## src/rtl/dcp_sched_pkg.sv

```systemverilog
// rtl/dcp_sched_pkg.sv - shared types and constants for the DCP NOC2 scheduler
package dcp_sched_pkg;

    // Message type codes mirror the DCP_NOC2_* defines of dcp.h.
    localparam int MSG_TYPE_WIDTH = 8;
    localparam logic [MSG_TYPE_WIDTH-1:0] DCP_NOC2_LOAD_REQ64 = 8'd19;
    localparam logic [MSG_TYPE_WIDTH-1:0] DCP_NOC2_LOAD_ACK   = 8'd24;
    localparam logic [MSG_TYPE_WIDTH-1:0] DCP_NOC2_STORE_ACK  = 8'd25;

    localparam logic [3:0] DCP_DRAM_FBITS = 4'b1010;

    // Message struct fields are sized for the widest supported parameters.
    localparam int DCP_MSHRID_W = 4;
    localparam int DCP_PADDR    = 40;
    localparam int DCP_DATA_W   = 64;

    typedef enum logic [1:0] {
        SRC_ST = 2'd0,
        SRC_LD = 2'd1,
        SRC_TL = 2'd2
    } src_e;

    typedef struct packed {
        logic [MSG_TYPE_WIDTH-1:0] msg_type;
        logic [DCP_MSHRID_W-1:0]   mshrid;
        logic [DCP_PADDR-1:0]      address;
        logic [DCP_DATA_W-1:0]     data;
        logic [3:0]                fbits;
    } noc2_msg_t;

    // Round-robin pick: first eligible source at or after ptr in ST->LD->TL order.
    function automatic src_e rr_pick(input logic [2:0] elig, input src_e ptr);
        logic [5:0] rot;
        logic [2:0] sum;
        logic [1:0] off;
        rot = {elig, elig} >> ptr;
        if (rot[0])      off = 2'd0;
        else if (rot[1]) off = 2'd1;
        else             off = 2'd2;
        sum = {1'b0, ptr} + {1'b0, off};
        if (sum >= 3'd3) sum = sum - 3'd3;
        return src_e'(sum[1:0]);
    endfunction

endpackage

```

## src/rtl/dcp_id_pool.sv

```systemverilog
// rtl/dcp_id_pool.sv - TLoad transaction-ID free list with find-first allocation
module dcp_id_pool
    import dcp_sched_pkg::*;
#(
    parameter int ID_W = 4
) (
    input  logic            clk,
    input  logic            rst_n,
    input  logic            alloc,
    input  logic            rsp_hsk,
    input  logic [ID_W-1:0] rsp_mshrid,
    output logic [ID_W-1:0] free_id,
    output logic            full,
    output logic [ID_W:0]   outstanding,
    output logic            err_free
);

    localparam int POOL = 1 << ID_W;

    logic [POOL-1:0] busy_q;
    logic [POOL-1:0] alloc_mask;
    logic [POOL-1:0] free_mask;
    logic            rsp_hit;

    always_comb begin
        free_id = '0;
        for (int i = POOL - 1; i >= 0; i--) begin
            if (!busy_q[ID_W'(i)]) free_id = ID_W'(i);
        end
    end

    assign full       = (outstanding == (ID_W + 1)'(POOL));
    assign rsp_hit    = rsp_hsk && busy_q[rsp_mshrid];
    assign alloc_mask = alloc ? (POOL'(1) << free_id) : '0;
    assign free_mask  = rsp_hit ? (POOL'(1) << rsp_mshrid) : '0;

    // Allocation uses the pre-free bitmap; a same-cycle free lands next cycle.
    always_ff @(posedge clk) begin
        if (!rst_n) begin
            busy_q      <= '0;
            outstanding <= '0;
            err_free    <= 1'b0;
        end else begin
            busy_q <= (busy_q | alloc_mask) & ~free_mask;
            case ({alloc, rsp_hit})
                2'b10:   outstanding <= outstanding + 1'b1;
                2'b01:   outstanding <= outstanding - 1'b1;
                default: outstanding <= outstanding;
            endcase
            if (rsp_hsk && !busy_q[rsp_mshrid]) err_free <= 1'b1;
        end
    end

endmodule

```

## src/rtl/dcp_noc2_sched.sv

```systemverilog
// rtl/dcp_noc2_sched.sv - round-robin scheduler for the DCP outgoing NOC2 port
module dcp_noc2_sched
    import dcp_sched_pkg::*;
#(
    parameter int ID_W   = 4,
    parameter int ADDR_W = 40,
    parameter int DATA_W = 64
) (
    input  logic                      clk,
    input  logic                      rst_n,
    input  logic                      st_val,
    output logic                      st_rdy,
    input  logic [ID_W-1:0]           st_mshrid,
    input  logic [3:0]                st_fbits,
    input  logic                      ld_val,
    output logic                      ld_rdy,
    input  logic [ID_W-1:0]           ld_mshrid,
    input  logic [DATA_W-1:0]         ld_data,
    input  logic [3:0]                ld_fbits,
    input  logic                      tl_val,
    output logic                      tl_rdy,
    input  logic [ADDR_W-1:0]         tl_addr,
    output logic [ID_W-1:0]           tl_id,
    output logic                      noc2_val,
    input  logic                      noc2_rdy,
    output logic [MSG_TYPE_WIDTH-1:0] noc2_type,
    output logic [ID_W-1:0]           noc2_mshrid,
    output logic [ADDR_W-1:0]         noc2_address,
    output logic [DATA_W-1:0]         noc2_data,
    output logic [3:0]                noc2_fbits,
    input  logic                      rsp_hsk,
    input  logic [ID_W-1:0]           rsp_mshrid,
    output logic [ID_W:0]             outstanding,
    output logic                      err_free
);

    src_e       ptr_q;
    src_e       ptr_d;
    src_e       sel;
    logic [2:0] elig;
    logic       slot_avail;
    logic       any_grant;
    logic       pool_full;
    logic       val_q;
    noc2_msg_t  msg_q;
    noc2_msg_t  msg_d;

    dcp_id_pool #(.ID_W(ID_W)) u_id_pool (
        .clk         (clk),
        .rst_n       (rst_n),
        .alloc       (tl_rdy),
        .rsp_hsk     (rsp_hsk),
        .rsp_mshrid  (rsp_mshrid),
        .free_id     (tl_id),
        .full        (pool_full),
        .outstanding (outstanding),
        .err_free    (err_free)
    );

    assign slot_avail = !val_q || noc2_rdy;
    assign elig       = {tl_val && !pool_full, ld_val, st_val};
    assign sel        = rr_pick(elig, ptr_q);
    assign any_grant  = slot_avail && (|elig);

    always_ff @(posedge clk) begin
        if (!rst_n) ptr_q <= SRC_ST;
        else        ptr_q <= ptr_d;
    end

    always_comb begin
        ptr_d = ptr_q;
        if (any_grant) begin
            case (sel)
                SRC_ST:  ptr_d = SRC_LD;
                SRC_LD:  ptr_d = SRC_TL;
                default: ptr_d = SRC_ST;
            endcase
        end
    end

    always_comb begin
        st_rdy = any_grant && (sel == SRC_ST);
        ld_rdy = any_grant && (sel == SRC_LD);
        tl_rdy = any_grant && (sel == SRC_TL);
    end

    always_comb begin
        msg_d = '0;
        case (sel)
            SRC_ST: begin
                msg_d.msg_type = DCP_NOC2_STORE_ACK;
                msg_d.mshrid   = DCP_MSHRID_W'(st_mshrid);
                msg_d.fbits    = st_fbits;
            end
            SRC_LD: begin
                msg_d.msg_type = DCP_NOC2_LOAD_ACK;
                msg_d.mshrid   = DCP_MSHRID_W'(ld_mshrid);
                msg_d.data     = DCP_DATA_W'(ld_data);
                msg_d.fbits    = ld_fbits;
            end
            default: begin
                msg_d.msg_type = DCP_NOC2_LOAD_REQ64;
                msg_d.mshrid   = DCP_MSHRID_W'(tl_id);
                msg_d.address  = DCP_PADDR'(tl_addr);
                msg_d.fbits    = DCP_DRAM_FBITS;
            end
        endcase
    end

    // Fields only change on a grant, so a stalled message stays stable.
    always_ff @(posedge clk) begin
        if (!rst_n) begin
            val_q <= 1'b0;
            msg_q <= '0;
        end else if (slot_avail) begin
            val_q <= any_grant;
            if (any_grant) msg_q <= msg_d;
        end
    end

    assign noc2_val     = val_q;
    assign noc2_type    = msg_q.msg_type;
    assign noc2_mshrid  = msg_q.mshrid[ID_W-1:0];
    assign noc2_address = msg_q.address[ADDR_W-1:0];
    assign noc2_data    = msg_q.data[DATA_W-1:0];
    assign noc2_fbits   = msg_q.fbits;

endmodule

```

## config.mk

```make
export PLATFORM = sky130hd
export DESIGN_NAME = dcp_noc2_sched
export DESIGN_NICKNAME = d
export VERILOG_FILES = /design/src/rtl/dcp_sched_pkg.sv /design/src/rtl/dcp_id_pool.sv /design/src/rtl/dcp_noc2_sched.sv
export SDC_FILE = /design/constraint.sdc
export NUM_CORES = 1
export LEC_CHECK = 0
export CAP_MARGIN = 30
export CORE_MARGIN = 2
export CORE_UTILIZATION = 33
export CTS_CLUSTER_DIAMETER = 200
export DETAILED_ROUTE_END_ITERATION = 6
export HOLD_SLACK_MARGIN = 0.06
export PLACE_DENSITY = 0.72
export SYNTH_ARGS = -nofsm -noshare
export SYNTH_HDL_FRONTEND = slang
export SYNTH_HIERARCHICAL = 1
export SYNTH_SLANG_ARGS = --single-unit
```

## constraint.sdc

```tcl
create_clock -name clk -period 5.1 [get_ports clk]
set_clock_uncertainty 0.05 [all_clocks]
set_input_delay 1.02 -clock clk [delete_from_list [all_inputs] [get_ports clk]]
set_output_delay 1.02 -clock clk [all_outputs]
set_load 0.02 [all_outputs]
```

# [After elaboration in Yosys (flattened, before gate mapping)]
# Cells that the tools add are included.
# Widths: inputs -> output; s select.
[classes] add_sub_neg=4 multipliers=0 n_div=0 magnitude_cmp=2 n_eq_ne=5 shifts=3 muxes=21 bitwise_logic=3 reduce_logical=16
[op_table] operator="$mux 64" count=1
[op_table] operator="$mux 40" count=1
[op_table] operator="$mux 16" count=2
[op_table] operator="$mux 4" count=8
[op_table] operator="$shl 1x4->16 const A" count=2
[op_table] operator="$and 16x16->16" count=1
[op_table] operator="$not 16->16" count=1
[op_table] operator="$or 16x16->16" count=1
[op_table] operator="$pmux 8 s2" count=1
[op_table] operator="$pmux 5 s2" count=1
[op_table] operator="$pmux 4 s2" count=1
[op_table] operator="$logic_and 1x1->1" count=7
[op_table] operator="$mux 2" count=3
[op_table] operator="$shr 6x2->2" count=1
[op_table] operator="$add 5x1->5 const B" count=1
[op_table] operator="$eq 5x5->1 const B" count=1
[op_table] operator="$lt 4x5->1 const B" count=1
[op_table] operator="$sub 5x1->5 const B" count=1
[op_table] operator="$bmux 1 s4" count=1
[op_table] operator="$eq 2x1->1 const B" count=2
[op_table] operator="$eq 2x2->1 const B" count=2
[op_table] operator="$pmux 2 s2" count=1
[op_table] operator="$add 2x2->3" count=1
[op_table] operator="$ge 3x2->1 const B" count=1
[op_table] operator="9 further kinds" count=11
[totals] register_bits=145 latchBits=0 ramBits=0 romBits=0 in_bits=131 out_inout_bits=134 word_cells=64 mem_count=0

# [Logic depth before layout (Yosys ltp)]
[depth] ltp_word=14 mapped_depth=25 ltp_nobuf=23

# [By module]
# The synthesis kept the hierarchy.
[modules_own_cells] mod="dcp_noc2_sched" n_inst=1 cells_each=382 area_each_um2=4150.2 seq_area_each_um2=2382.3
[modules_own_cells] mod="dcp_id_pool" n_inst=1 cells_each=143 area_each_um2=1335.0 seq_area_each_um2=440.4

# [Worst setup path after synthesis]
# Ideal clock, no wire load.
[synth_timing] path_type="input-to-reg" startpoint="input port ld_val" endpoint="register u_id_pool.outstanding[2]" setup_time_ns=0.070 arrival_time_ns=5.280 required_ns=4.980 path_slack_ns=-0.300 cell_stages=22 path_buffers=2 cell_sequence="clkbuf_1 -> inv_1 -> nor3_1 -> a311oi_1 -> a21oi_1 -> ha_1 -> inv_1 -> fa_1 -> inv_1 -> ha_1 -> nor3b_1 -> o2bb2ai_1 -> nor3_1 -> inv_1 -> ha_1 -> buf_2 -> xor2_1 -> ha_1 -> a21oi_1 -> xor2_1 -> or3_1 -> a21oi_1"
[synth_between] elab_chain_len=10 word_cells_on_any_way=15 cone_classes="2 x add/sub; 1 x order compare; 3 x eq/ne; 1 x shift; 4 x mux; 4 x reduce/logical"
[synth_rtl] item="start: declaration" line="dcp_noc2_sched.sv:15" text="input logic ld_val,"
[synth_rtl] item="$shr 6x2->2" line="dcp_sched_pkg.sv:36" text="rot = {elig, elig} >> ptr;"
[synth_rtl] item="$mux 2" line="dcp_sched_pkg.sv:38" text="else if (rot[1]) off = 2'd1;"
[synth_rtl] item="$mux 2" line="dcp_sched_pkg.sv:37" text="if (rot[0]) off = 2'd0;"
[synth_rtl] item="$add 2x2->3" line="dcp_sched_pkg.sv:40" text="sum = {1'b0, ptr} + {1'b0, off};"
[synth_rtl] item="$ge 3x2->1 / $sub 2x2->2 (equally long branches)" line="dcp_sched_pkg.sv:41" text="if (sum >= 3'd3) sum = sum - 3'd3;"
[synth_rtl] item="$mux 2" line="dcp_sched_pkg.sv:41"
[synth_rtl] item="$eq 2x2->1" line="dcp_noc2_sched.sv:84" text="tl_rdy = any_grant && (sel == SRC_TL);"
[synth_rtl] item="$logic_and 1x1->1 (*)" line="dcp_noc2_sched.sv:84"
[synth_rtl] item="via tl_rdy" line="dcp_noc2_sched.sv:21" text="output logic tl_rdy,"
[synth_rtl] item="$eq 2x1->1 / $eq 2x2->1 (equally long branches)" line="dcp_id_pool.sv:45" text="case ({alloc, rsp_hit})"
[synth_rtl] item="$pmux 5 s2 / $reduce_bool 2->1 (equally long branches)"
[synth_rtl] item="end signal: assignment" line="dcp_id_pool.sv:46" text="2'b10: outstanding <= outstanding + 1'b1;"
[synth_rtl] item="end signal: assignment" line="dcp_id_pool.sv:47" text="2'b01: outstanding <= outstanding - 1'b1;"
[synth_rtl] item="end signal: assignment" line="dcp_id_pool.sv:48" text="default: outstanding <= outstanding;"
[synth_rtl] item="end: declaration" line="dcp_id_pool.sv:14" text="output logic [ID_W:0] outstanding,"
# The timed path passes the listed nets; every way through them passes the cells marked *.
# A chain may end at the register's enable or synchronous reset.

# [Worst setup path after layout]
[layout_timing] startpoint="input port tl_val" endpoint="output port tl_rdy"
[layout_between] elab_chain_len=9 word_cells_on_any_way=12 cone_classes="2 x add/sub; 1 x order compare; 1 x eq/ne; 1 x shift; 3 x mux; 4 x reduce/logical"
[layout_rtl] item="start: declaration" line="dcp_noc2_sched.sv:20" text="input logic tl_val,"
[layout_rtl] item="$logic_and 1x1->1 (*)" line="dcp_noc2_sched.sv:61" text="assign elig = {tl_val && !pool_full, ld_val, st_val};"
[layout_rtl] item="$shr 6x2->2" line="dcp_sched_pkg.sv:36"
[layout_rtl] item="$mux 2" line="dcp_sched_pkg.sv:38"
[layout_rtl] item="$mux 2" line="dcp_sched_pkg.sv:37"
[layout_rtl] item="$add 2x2->3" line="dcp_sched_pkg.sv:40"
[layout_rtl] item="$ge 3x2->1 / $sub 2x2->2 (equally long branches)" line="dcp_sched_pkg.sv:41"
[layout_rtl] item="$mux 2" line="dcp_sched_pkg.sv:41"
[layout_rtl] item="$eq 2x2->1" line="dcp_noc2_sched.sv:84"
[layout_rtl] item="$logic_and 1x1->1 (*)" line="dcp_noc2_sched.sv:84"
[layout_rtl] item="end: declaration" line="dcp_noc2_sched.sv:21"
# Every way passes the cells marked *; elsewhere a longest branch is shown, timed or not.

==> flow_summary.json <==
{
  "slowest_delay_ns": 0.52,
  "antenna_found_initial": 0,
  "die_w_um": 133,
  "critical_path_arrival_ns": 3.87,
  "ys.flop_type": "dfxtp_1",
  "clk_pin_slew_ns": 0.06,
  "setup_violations": 0,
  "viasPerCell": 4.97,
  "grt_usage": 0.193,
  "ys_types": 57,
  "cp_num_buf_inv": 5,
  "crit_fanout": 4,
  "syn_to_final_growth_pct": 64.5,
  "path_cells": "clkdlybuf4s50_1 -> nor2b_2 -> nor3_1 -> a31oi_1 -> a21oi_1 -> ha_2 -> inv_1 -> fa_1 -> inv_1 -> ha_2 -> nor2b_4 -> mux2i_1 -> buf_4 -> nor3_4 -> buf_2",
  "outcome": "finished, final reports clean",
  "place_ws_ns": -0.398,
  "io_pins": 265,
  "hold_viol_final": 0,
  "yosysWarnings": 6,
  "clock_latency_ns": 0.42,
  "dieArea_um2": 17700,
  "timing.final.ws_setup_ns": 0.164,
  "synth_cells": 525,
  "power.density_nw_per_um2": 591,
  "avgSynthCellArea_um2": 10.4,
  "synth_edf_count": 0,
  "detailed_place_hpwl_um": 12000,
  "slew_viol_final": 0,
  "drc": 0,
  "drtPass1Iterations": 5,
  "cts_root_buffer": "clkbuf_16",
  "fin_setup_tns_ns": 0,
  "worstPathRequired_ns": 4.03,
  "vias": 5101,
  "async_reset_ff_frac": 0,
  "fillers": 1438,
  "grt-ovfl-total": 0,
  "postRouteAntennaNets": 0,
  "core.rowCount": 47,
  "slowest_stage": "fa_1",
  "final_cell_mix": "255 x clkdlybuf4s50_1, 141 x dfxtp_1, 64 x a22o_1",
  "core_um2": 16400,
  "drtIter0Drc": 251,
  "start_util": 0.334,
  "cts.htree.levels": 4,
  "hp-class": "flop to flop",
  "antenna_cells": 0,
  "leakagePower_nw": 3.48,
  "clock_path_buffers": 2,
  "grt_max_degree": 65,
  "vdd_drop_max_mv": 0.351,
  "hold_ws_ns": 0.401,
  "grt_pass1_vias": 5088,
  "cp-start-kind": "input pin",
  "chipHeight_um": 133,
  "grt_pass1_wl_um": 26900,
  "nNetsFinal": 931,
  "cts_tree": "done",
  "wl_per_cell_um": 16.5,
  "synth.cell_area_um2": 5490,
  "drive_gt1_frac": 0.130,
  "layout_commonest_cell": "clkdlybuf4s50_1",
  "synth_seq_area_share": 0.515,
  "power_mw": 5.33,
  "relSlewSlack": 0.416,
  "numCtsBuffers": 17,
  "ys_seq_elements": 141,
  "maxCapViolations": 0,
  "finalCritPeriodShare": 0.968,
  "tightest_slew_ns": 0.875,
  "max_freq_mhz": 203,
  "finalWirelength_um": 16900,
  "clock_sinks": 141,
  "worst_path_dominant_cell_family": "adder cells",
  "cp-end-kind": "primary output",
  "rsz0062_at_grt": "no",
  "io_buffers": 259,
  "critPathKind": "input pin to primary output",
  "gp_congestion": 0.808,
  "min_period_ns": 4.94
}
synthesized netlist by cell type (3+ instances only):
| master | count | area (um2) |
|---|---|---|
| a22o_1 | 64 | 561 |
| nand3b_1 | 3 | 22.5 |
| dfxtp_1 | 141 | 2820 |
| buf_2 | 5 | 25.0 |
| mux4_1 | 3 | 78.8 |
| mux2i_1 | 5 | 50.1 |
| buf_4 | 7 | 52.6 |
| buf_6 | 8 | 90.1 |
| a21oi_1 | 26 | 130 |
| inv_1 | 12 | 45.0 |
| nor2_1 | 58 | 218 |
| nor2b_1 | 10 | 62.6 |
| nand2_1 | 24 | 90.1 |
| xor2_1 | 5 | 43.8 |
| a31oi_1 | 5 | 31.3 |
| nand3_1 | 4 | 20.0 |
| a31o_2 | 4 | 35.0 |
| ha_1 | 6 | 75.1 |
| clkbuf_1 | 24 | 90.1 |
| o221a_2 | 3 | 33.8 |
| a211oi_1 | 3 | 22.5 |
| o21ai_0 | 8 | 40.0 |
| o211ai_1 | 3 | 22.5 |
| mux4_2 | 5 | 113 |
| a22oi_1 | 43 | 323 |
| nor3_1 | 5 | 25.0 |
path summary, 6_finish.rpt:
path | from | cells after the start | end | slack (ns)
max | tl_val | 15 | tl_rdy | 0.16
min | u_id_pool/busy_q[8] | 2 | u_id_pool/busy_q[8] | 0.40
max reg2reg | u_id_pool/outstanding[0] | 24 | u_id_pool/outstanding[2] | 0.57
min reg2reg | u_id_pool/busy_q[8] | 2 | u_id_pool/busy_q[8] | 0.40
tightest hold or removal path: stages (launching register included):
cell,delay [ns]
dfxtp_1,0.32
nand2_1,0.06
a21oi_1,0.03
final cells by class:
cell class	count	area [um2]	share of cell area
clock inverters	14	170	0.0189
inverters	14	52.6	0.00582
flip-flops and latches	141	2820	0.313
well taps	220	275	0.0305
repair buffers	290	2840	0.314
multi-input cells	329	2430	0.269
clock buffers	18	439	0.0487
per-layer routing:
metal | part of all wire | GRT usage
met5 | 0 | 0
met4 | 0.021 | 0.0783
met3 | 0.092 | 0.0739
met2 | 0.47 | 0.303
met1 | 0.42 | 0.239
timing repair:
action | in CTS | in global routing
resized for setup | 10 | 13
pin swaps | 1 | 5
buffers inserted | 0 | 1
setup endpoints to repair | 3 | 6
gates cloned | 0 | 0
hold buffers | 0 | 0
cells by family after synthesis:
family	Yosys count	synth area share
AOI/OAI and AO/OA	176	0.245
DFF	141	0.515
and+or+nand+nor	119	0.104
buffers and inverters	58	0.0566
muxes	17	0.0536
adders and majority gates	7	0.0173
xor gates and xnor gates	5	0.00798
other	2	0.00137
flip-flops by register name, summed over array words and instances (netlist names):
signal                 cells
noc2_address              40
u_id_pool/err_free         1
u_id_pool/busy_q          16
ptr_q                      2
noc2_val                   1
noc2_mshrid                4
noc2_data                 64
noc2_type                  4
u_id_pool/outstanding      5
noc2_fbits                 4
through the flow:
stage / instance area [um2] / utilization / cells
2_1_floorplan: 5510 / - / 528
3_3_place_gp: 8380 / 0.511 / 993
3_5_place_dp: 8380 / 0.511 / 993
4_1_cts: 9010 / 0.549 / 1025
5_1_grt: 9020 / 0.550 / 1026
6_report: 9020 / 0.550 / 1026
where the power goes:
| group | leakage (nW) | internal, mW | switching (mW) | total [mW] |
|---|---|---|---|---|
| Sequential | 1.15 | 1.36 | 0.148 | 1.51 |
| Combinational | 2.04 | 1.23 | 1.31 | 2.54 |
| Clock | 0.294 | 0.753 | 0.528 | 1.28 |
(Power assumes the default switching activity.)
